`config.mk`:
```
export PLATFORM = sky130hd
export DESIGN_NAME = mem_access_stage_flat
export DESIGN_NICKNAME = d
export VERILOG_FILES = /design/src/rtl/mem_access_stage_if.sv /design/src/rtl/mem_access_stage.sv /design/src/flat_wrapper.sv
export SDC_FILE = /design/constraint.sdc
export NUM_CORES = 2
export LEC_CHECK = 0
export CORE_UTILIZATION = 61
export DETAILED_ROUTE_END_ITERATION = 8
export PLACE_DENSITY = 0.8
export SKIP_LAST_GASP = 1
export SLEW_MARGIN = 40
export SYNTH_ARGS = -nofsm -noshare
export SYNTH_HDL_FRONTEND = slang
export SYNTH_SLANG_ARGS = --single-unit
```
`constraint.sdc`:
```
create_clock -name clk -period 3.3 [get_ports clk]
set_clock_uncertainty 0.2 [all_clocks]
set_input_delay 0.33 -clock clk [delete_from_list [all_inputs] [get_ports clk]]
set_output_delay 0.33 -clock clk [all_outputs]
set_load 0.005 [all_outputs]
```
`src/rtl/mem_access_stage_if.sv`:
```
// mem_access_stage_if
//   Handshake and data bundle between the execute stage, the memory-access
//   stage and writeback.
//   master : upstream/downstream side (drives the execute result and
//            out_ready, observes the stage response)
//   slave  : the memory-access stage itself
//   Signals:
//     in_valid/in_ready          execute -> stage handshake
//     alu_result, write_data     byte address / store data
//     mem_read, mem_write        load / store control
//     branch, uncond_branch,zero CBZ / B control and zero flag
//     branch_target              execute branch target
//     out_valid/out_ready        stage -> writeback handshake
//     read_data                  load data (0 for non-loads)
//     alu_result_out,
//     branch_target_out          registered copies of the inputs
//     pc_src                     take-branch decision
//     err                        access fault
interface mem_access_stage_if;
  logic        in_valid;
  logic        in_ready;
  logic [63:0] alu_result;
  logic [63:0] write_data;
  logic        mem_read;
  logic        mem_write;
  logic        branch;
  logic        uncond_branch;
  logic        zero;
  logic [63:0] branch_target;
  logic        out_valid;
  logic        out_ready;
  logic [63:0] read_data;
  logic [63:0] alu_result_out;
  logic [63:0] branch_target_out;
  logic        pc_src;
  logic        err;

  modport master (
    output in_valid, alu_result, write_data, mem_read, mem_write,
           branch, uncond_branch, zero, branch_target, out_ready,
    input  in_ready, out_valid, read_data, alu_result_out,
           branch_target_out, pc_src, err
  );

  modport slave (
    input  in_valid, alu_result, write_data, mem_read, mem_write,
           branch, uncond_branch, zero, branch_target, out_ready,
    output in_ready, out_valid, read_data, alu_result_out,
           branch_target_out, pc_src, err
  );
endinterface

```
`src/rtl/mem_access_stage.sv`:
```
// mem_access_stage
//   Memory-access pipeline stage with a small doubleword data memory.
//   Captures one execute result per handshake, performs an optional load or
//   store after LATENCY access cycles, and presents a registered response to
//   writeback until it is accepted.
//   Ports:
//     clk    rising-edge clock
//     reset  synchronous, active-high reset (also clears the memory)
//     bus    mem_access_stage_if.slave (see interface header)
//   Parameters:
//     DEPTH    doublewords of data memory, power of two, >= 2
//     LATENCY  cycles spent in ACCESS for a load/store, 1..7
//
//   state  | meaning
//   -------+-------------------------------------------------------------
//   IDLE   | in_ready=1, waiting for an execute result
//   ACCESS | load/store in flight, cnt counts 0..LATENCY-1
//   RESP   | out_valid=1, outputs held until out_ready
module mem_access_stage #(
  parameter int DEPTH   = 32,
  parameter int LATENCY = 2
) (
  input logic               clk,
  input logic               reset,
  mem_access_stage_if.slave bus
);

  localparam int AW = $clog2(DEPTH);

  typedef enum logic [1:0] {IDLE, ACCESS, RESP} state_t;

  state_t        state;
  logic [2:0]    cnt;
  logic [63:0]   mem [DEPTH];
  logic [AW-1:0] idx_q;
  logic [63:0]   wdata_q;
  logic          is_store_q;

  logic          mem_op;
  logic          fault;
  logic          last_access;
  logic [AW-1:0] idx_in;
  logic          unused_addr_bits;

  assign mem_op = bus.mem_read | bus.mem_write;
  // Both controls set is treated exactly like a misaligned access.
  assign fault  = (bus.mem_read & bus.mem_write)
                | (mem_op & (bus.alu_result[2:0] != 3'b000));
  // Upper address bits are dropped so addresses wrap modulo DEPTH*8.
  assign idx_in = bus.alu_result[AW+2:3];
  assign last_access = (cnt == 3'(LATENCY - 1));
  assign unused_addr_bits = ^bus.alu_result[63:AW+3];

  always_ff @(posedge clk) begin
    if (reset) begin
      state                 <= IDLE;
      cnt                   <= 3'd0;
      idx_q                 <= '0;
      wdata_q               <= 64'd0;
      is_store_q            <= 1'b0;
      bus.in_ready          <= 1'b1;
      bus.out_valid         <= 1'b0;
      bus.read_data         <= 64'd0;
      bus.alu_result_out    <= 64'd0;
      bus.branch_target_out <= 64'd0;
      bus.pc_src            <= 1'b0;
      bus.err               <= 1'b0;
      for (int i = 0; i < DEPTH; i++) mem[i] <= 64'd0;
    end else begin
      case (state)
        IDLE: begin
          if (bus.in_valid && bus.in_ready) begin
            idx_q                 <= idx_in;
            wdata_q               <= bus.write_data;
            is_store_q            <= bus.mem_write;
            bus.alu_result_out    <= bus.alu_result;
            bus.branch_target_out <= bus.branch_target;
            bus.pc_src            <= bus.uncond_branch | (bus.branch & bus.zero);
            bus.err               <= fault;
            bus.read_data         <= 64'd0;
            bus.in_ready          <= 1'b0;
            if (mem_op && !fault) begin
              state <= ACCESS;
              cnt   <= 3'd0;
            end else begin
              state         <= RESP;
              bus.out_valid <= 1'b1;
            end
          end
        end
        ACCESS: begin
          if (last_access) begin
            if (is_store_q) mem[idx_q] <= wdata_q;
            else            bus.read_data <= mem[idx_q];
            state         <= RESP;
            bus.out_valid <= 1'b1;
          end else begin
            cnt <= cnt + 3'd1;
          end
        end
        RESP: begin
          if (bus.out_ready) begin
            state         <= IDLE;
            bus.out_valid <= 1'b0;
            bus.in_ready  <= 1'b1;
          end
        end
        default: begin
          state         <= IDLE;
          bus.out_valid <= 1'b0;
          bus.in_ready  <= 1'b1;
        end
      endcase
    end
  end

endmodule

```
`src/flat_wrapper.sv`:
```
// flat-port wrapper written by rule: the top's interface ports become plain ports
module mem_access_stage_flat 
#(
  parameter int DEPTH   = 32,
  parameter int LATENCY = 2
)
  (clk, reset, bus_in_valid, bus_alu_result, bus_write_data, bus_mem_read, bus_mem_write, bus_branch, bus_uncond_branch, bus_zero, bus_branch_target, bus_out_ready, bus_in_ready, bus_out_valid, bus_read_data, bus_alu_result_out, bus_branch_target_out, bus_pc_src, bus_err);
  mem_access_stage_if bus_i ();
  input logic clk;
  input logic reset;
  input wire logic [$bits(bus_i.in_valid)-1:0] bus_in_valid;
  input wire logic [$bits(bus_i.alu_result)-1:0] bus_alu_result;
  input wire logic [$bits(bus_i.write_data)-1:0] bus_write_data;
  input wire logic [$bits(bus_i.mem_read)-1:0] bus_mem_read;
  input wire logic [$bits(bus_i.mem_write)-1:0] bus_mem_write;
  input wire logic [$bits(bus_i.branch)-1:0] bus_branch;
  input wire logic [$bits(bus_i.uncond_branch)-1:0] bus_uncond_branch;
  input wire logic [$bits(bus_i.zero)-1:0] bus_zero;
  input wire logic [$bits(bus_i.branch_target)-1:0] bus_branch_target;
  input wire logic [$bits(bus_i.out_ready)-1:0] bus_out_ready;
  output wire logic [$bits(bus_i.in_ready)-1:0] bus_in_ready;
  output wire logic [$bits(bus_i.out_valid)-1:0] bus_out_valid;
  output wire logic [$bits(bus_i.read_data)-1:0] bus_read_data;
  output wire logic [$bits(bus_i.alu_result_out)-1:0] bus_alu_result_out;
  output wire logic [$bits(bus_i.branch_target_out)-1:0] bus_branch_target_out;
  output wire logic [$bits(bus_i.pc_src)-1:0] bus_pc_src;
  output wire logic [$bits(bus_i.err)-1:0] bus_err;
  assign bus_i.in_valid = bus_in_valid;
  assign bus_i.alu_result = bus_alu_result;
  assign bus_i.write_data = bus_write_data;
  assign bus_i.mem_read = bus_mem_read;
  assign bus_i.mem_write = bus_mem_write;
  assign bus_i.branch = bus_branch;
  assign bus_i.uncond_branch = bus_uncond_branch;
  assign bus_i.zero = bus_zero;
  assign bus_i.branch_target = bus_branch_target;
  assign bus_i.out_ready = bus_out_ready;
  assign bus_in_ready = bus_i.in_ready;
  assign bus_out_valid = bus_i.out_valid;
  assign bus_read_data = bus_i.read_data;
  assign bus_alu_result_out = bus_i.alu_result_out;
  assign bus_branch_target_out = bus_i.branch_target_out;
  assign bus_pc_src = bus_i.pc_src;
  assign bus_err = bus_i.err;
  mem_access_stage #(.DEPTH(DEPTH), .LATENCY(LATENCY)) u_core (.clk(clk), .reset(reset), .bus(bus_i));
endmodule
```
# After elaboration in Yosys (flattened, before gate mapping)
# Memories as Yosys holds them, arrays and structs flattened. A register that Yosys moved wholly into a read port is not among the register bits.
# Index checks and enable logic that the tools add are counted.
dict set report totals {
  out_inout_bits 196
  ramBits 2048
  input_bits 201
  mem_count 1
  wordCells 77
  regBits 271
}
# memory words width read_ports rd_clocked_by_memory_dff write_ports line
set mem_list {}
lappend mem_list {u_core.mem 32 64 1 1 32 mem_access_stage.sv:34} ;# logic [63:0] mem [DEPTH];
dict set report classes {
  bitwise 7
  n_eq_ne 10
  n_addsub 1
  n_reduce_logical 13
  n_mux 33
}
# cell n
set ops {}
lappend ops {{$mux 64} 4}
lappend ops {{$pmux 64 s2} 1}
lappend ops {{$reduce_or 64->1} 1}
lappend ops {{$mux 5} 3}
lappend ops {{$mux 1} 14}
lappend ops {{$reduce_and 4->1} 3}
lappend ops {{$mux 3} 3}
lappend ops {{$mux 2} 4}
lappend ops {{$ne 2x2->1 const B} 4}
lappend ops {{$ne 2x1->1 const B} 3}
lappend ops {{$pmux 1 s3} 2}
lappend ops {{$pmux 2 s3} 1}
lappend ops {{$pmux 3 s2} 1}
lappend ops {{$reduce_and 3->1} 2}
lappend ops {{$add 3x1->3 const B} 1}
lappend ops {{$and 1x1->1} 3}
lappend ops {{$eq 3x1->1 const B} 1}
lappend ops {{$or 1x1->1} 3}
lappend ops {{$reduce_bool 3->1} 1}
lappend ops {{$eq 2x1->1 const B} 1}
lappend ops {{$eq 2x2->1 const B} 1}
lappend ops {{$logic_and 1x1->1} 2}
lappend ops {{$logic_not 2->1} 1}
lappend ops {{$reduce_and 2->1} 1}
lappend ops {{other kinds (3)} 3}

# Longest topological paths before layout
dict set report depth {
  ltp_word 8
  ltp_mapped 10
  mapped_depth_nobuf 7
}

# Worst setup path after synthesis
# No wires, ideal clock.
dict set report synth_path {
  path_type {flip-flop to flip-flop}
  startpoint {register u_core.cnt[0]}
  endpoint {memory u_core.mem[10][0], enable pin}
  path_buffers 1
  stages_incl_launch_ff 8
  arrival_time_ns 2.404
  required_time_ns 2.706
  setup_time_ns 0.394
  synth_period_minus_slack_ns 2.998
  slack_ns 0.302
  path_cell_list {dfxtp_1 -> ha_1 -> nand3b_2 -> nor4b_4 -> nand3b_1 -> nor2_1 -> clkbuf_2 -> or2_2}
}
# item line
set synth_rtl {}
lappend synth_rtl {{from (decl)} mem_access_stage.sv:33} ;# logic [2:0] cnt;
lappend synth_rtl {{from (signal assigned)} mem_access_stage.sv:98} ;# cnt <= cnt + 3'd1;
lappend synth_rtl {{to (decl)} mem_access_stage.sv:34}

==> out/qor.yml <==
power:
  internal_power_mw: 49.92
  power_mw: 65.57
  power.leakage_nw: 42.67
  peakVddDrop_mv: 0.5531
  power_frac_comb_pct: 9.8
  switching_share_pct: 23.86
  switchingPower_mw: 15.65
  sequentialPowerShare_pct: 51.2
  powerDensity_nw_per_um2: 545.9
  pwr-share-clk_pct: 39.0
routing:
  viasPerCell: 6.516
  drt_first_iter_violations: 9760
  num_vias: 65920
  wirelength_mm: 308.0
  first_pass_iters: 9
  drc: 0
  ant_nets: 0
  routedWlPerCell_um: 30.45
synth:
  synth_fp_nets: 7442
  syn-cell-area_um2: 102600
  ys_warn_count: 0
  ys_seq_area_share_pct: 65.24
  syn_area_per_cell_um2: 14.17
  synthCells: 7239
  synth_cell_types: 54
  async_reset_ff_share_pct: 0
  yosys_register_bits: 2319
  synth_flop_cell: "edfxtp_1"
  synth_edf_count: 2048
grt:
  grt_use_met1_pct: 46.07
  grt_use_total_pct: 36.04
  grt_max_degree: 170
  busiest_layer: "met2"
  overflow: 0
  met3_usage_pct: 9.162
  grt_pass1_vias: 66160
  grtUsageMet2_pct: 56.85
  grt_pass1_wl_mm: 440.3
  antenna_found_initial: 22
finish:
  instances_no_fill: 10120
  final_nets: 7914
  fin_area_um2: 120100
  layout-drive-gt1-share_pct: 15.52
  syn_to_final_growth_pct: 17.10
worst_setup_path:
  worst_ep_required_time_ns: 3.81
  end_kind: "register"
  crit_top_cell: "buf_4"
  cp-start-kind: "register"
  critPathArrivalTime_ns: 3.67
  crit_chain: "ha_1, nand3b_2, nor4b_4, buf_4, nand3b_1, buf_4, nor2_4, buf_4, and2_1"
  cp_max_fo: 45
  crit_type: "reg -> reg"
  r2r_slack_ns: 0.14
  cpPeakStageDelay_ns: 0.64
  slowest_stage: "buf_4"
cts:
  htree_levels: 4
  clk_path_buf_depth: 3
  cts_buffers: 222
  cts-root-buf: "clkbuf_16"
  clk_pin_slew_ns: 0.06
  clock_latency_ns: 0.88
  post-cts-setup-buffers: 0
  cts_hold_buf: 197
  cts_tree: "yes"
  cts_resized: 0
  cts_sinks: 2319
sta:
  rsz0062_at_grt: "false"
  tns_ns: 0
  post-route-period-util_pct: 95.78
  drv_slew: 0
  setup_viol: 0
  fmax_ghz: 0.3164
  max_slew.worst_pin.slew_ns: 0.9403
  min_period_ns: 3.161
  finalHoldViolations: 0
  slew_headroom_pct: 37.31
placed_design:
  placed_cell_area_um2: 110900
  portBuffers: 396
  hpwlAfterDp_mm: 179.9
  dp_cells: 9494
  place.gp.congestion: 0.8632
die:
  fp.dieW_um: 412.1
  core-area_um2: 167000
  dieArea_um2: 169800
  io_pins: 397
  fp-row-count: 150
  initial_utilization_pct: 61.41
  die_h_um: 412.1
run_status:
  status: "completed"
run:
  drv_cap: 0
hold_path:
  hp-class: "in -> reg"
-- state kept, by name (all words and copies together), names as in the netlist, 2 cells and up, named ones only --
register                      count
u_core.mem                     2048
u_core.bus.branch_target_out     64
u_core.bus.read_data             64
u_core.wdata_q                   64
u_core.bus.alu_result_out        60
u_core.idx_q                      4
u_core.cnt                        3
u_core.state                      2
-- cell type report --
class                           instances  area [um2]
Fill cell                           10050       46920
Antenna cell                            7       17.52
Sequential cell                      2319       66970
Tap cell                             2204        2758
Clock buffer                          306        6177
Multi-Input combinational cell       4204       32750
Inverter                                2       7.507
Timing Repair Buffer                  962       10350
Clock inverter                        113        1086
-- worst max-delay path: cells and delay by family, from the launching register on --
kind          cells  cell delay (ns)
flops             1             0.41
buf+inv           3             1.09
simple gates      5             1.02
fa+ha+maj         1             0.25
-- stage by stage --
step	hold slack, ns	setup slack, ns	util, %
6_report	0.1050	0.1391	71.91
5_1_grt	0.07457	0.1096	71.90
4_1_cts	0.01692	0.06953	71.90
3_5_place_dp	0.2453	0.08265	66.37
3_3_place_gp	0.2416	0.1182	66.35
2_1_floorplan	0.2442	0.3016	-
-- layout by cell type (no fill, tap or decap), types with 197 or more instances in the layout --
| cell | instances |
|---|---|
| buf_4 | 238 |
| mux4_2 | 342 |
| mux2i_1 | 377 |
| edfxtp_1 | 2048 |
| clkdlybuf4s50_1 | 395 |
| nand2_1 | 466 |
| and2_1 | 2049 |
| clkbuf_16 | 227 |
| dlygate4sd3_1 | 197 |
| dfxtp_1 | 244 |
| a21oi_1 | 245 |
-- per-layer routing --
layer  share of wire (%)  routed length, um
met4                 5.9              18030
met2                  47             145000
met5               0.026                 79
met1                  34             103500
met3                  13              41380
-- cell families (layout without fill, tap and decap cells) --
kind of cell	after synthesis	after routing	synth area share, %
and+or+nand+nor	2836	2836	15.81
DFF	2319	2319	65.24
muxes	803	803	12.11
buffers and inverters	716	1383	3.208
AOI/OAI and AO/OA	561	561	3.581
adders and majority gates	3	3	0.03415
xor gates and xnor gates	1	1	0.008540
other	0	7	0
-- path summary, 6_finish.rpt --
path | start | endpoint | depth (start not counted)
max | u_core.cnt[0] | u_core.mem[6][1] | 9
min | bus_write_data[52] | u_core.wdata_q[52] | 3
max reg2reg | u_core.cnt[0] | u_core.mem[6][1] | 9
min reg2reg | u_core.bus.branch_target_out[38] | u_core.bus.branch_target_out[38] | 2
-- Yosys cell counts, types with 2 or more instances --
cell type	count	share of area, %
and2_1	2049	12
edfxtp_1	2048	60
nand2_1	469	1.7
clkbuf_1	420	1.5
mux2i_1	377	3.7
mux4_2	342	7.5
dfxtp_1	271	5.3
a21oi_1	245	1.2
buf_2	178	0.87
nor2_1	133	0.49
o22ai_1	92	0.56
mux2_2	84	0.92
a211oi_1	50	0.37
a221oi_1	50	0.43
a211o_1	46	0.39
o221ai_1	45	0.38
clkbuf_2	43	0.21
nor2b_1	39	0.24
or2_2	36	0.22
buf_4	35	0.26
nor4_1	32	0.20
nand3_1	30	0.15
buf_6	23	0.25
nor3_1	17	0.083
buf_1	13	0.048
o211ai_1	10	0.073
nand2b_1	9	0.055
nand3b_1	6	0.044
o31ai_1	5	0.037
or3_1	5	0.030
a2111oi_0	3	0.026
a311oi_1	3	0.026
o21ai_0	3	0.015
a221o_1	2	0.020
buf_8	2	0.029
ha_1	2	0.024
inv_1	2	0.0073
nor3b_1	2	0.015
o311ai_1	2	0.017
or3b_1	2	0.017
-- power by group through the flow --
stage	clock (mW)	combinational [mW]	sequential, mW
3_5_place_dp	0	6.03	34.1
2_1_floorplan	0	3.38	33.8
3_3_place_gp	0	5.94	34.0
4_1_cts	25.5	6.27	33.5
6_report	25.6	6.46	33.5
5_1_grt	26.7	6.64	33.6
(Power assumes the default switching activity.)
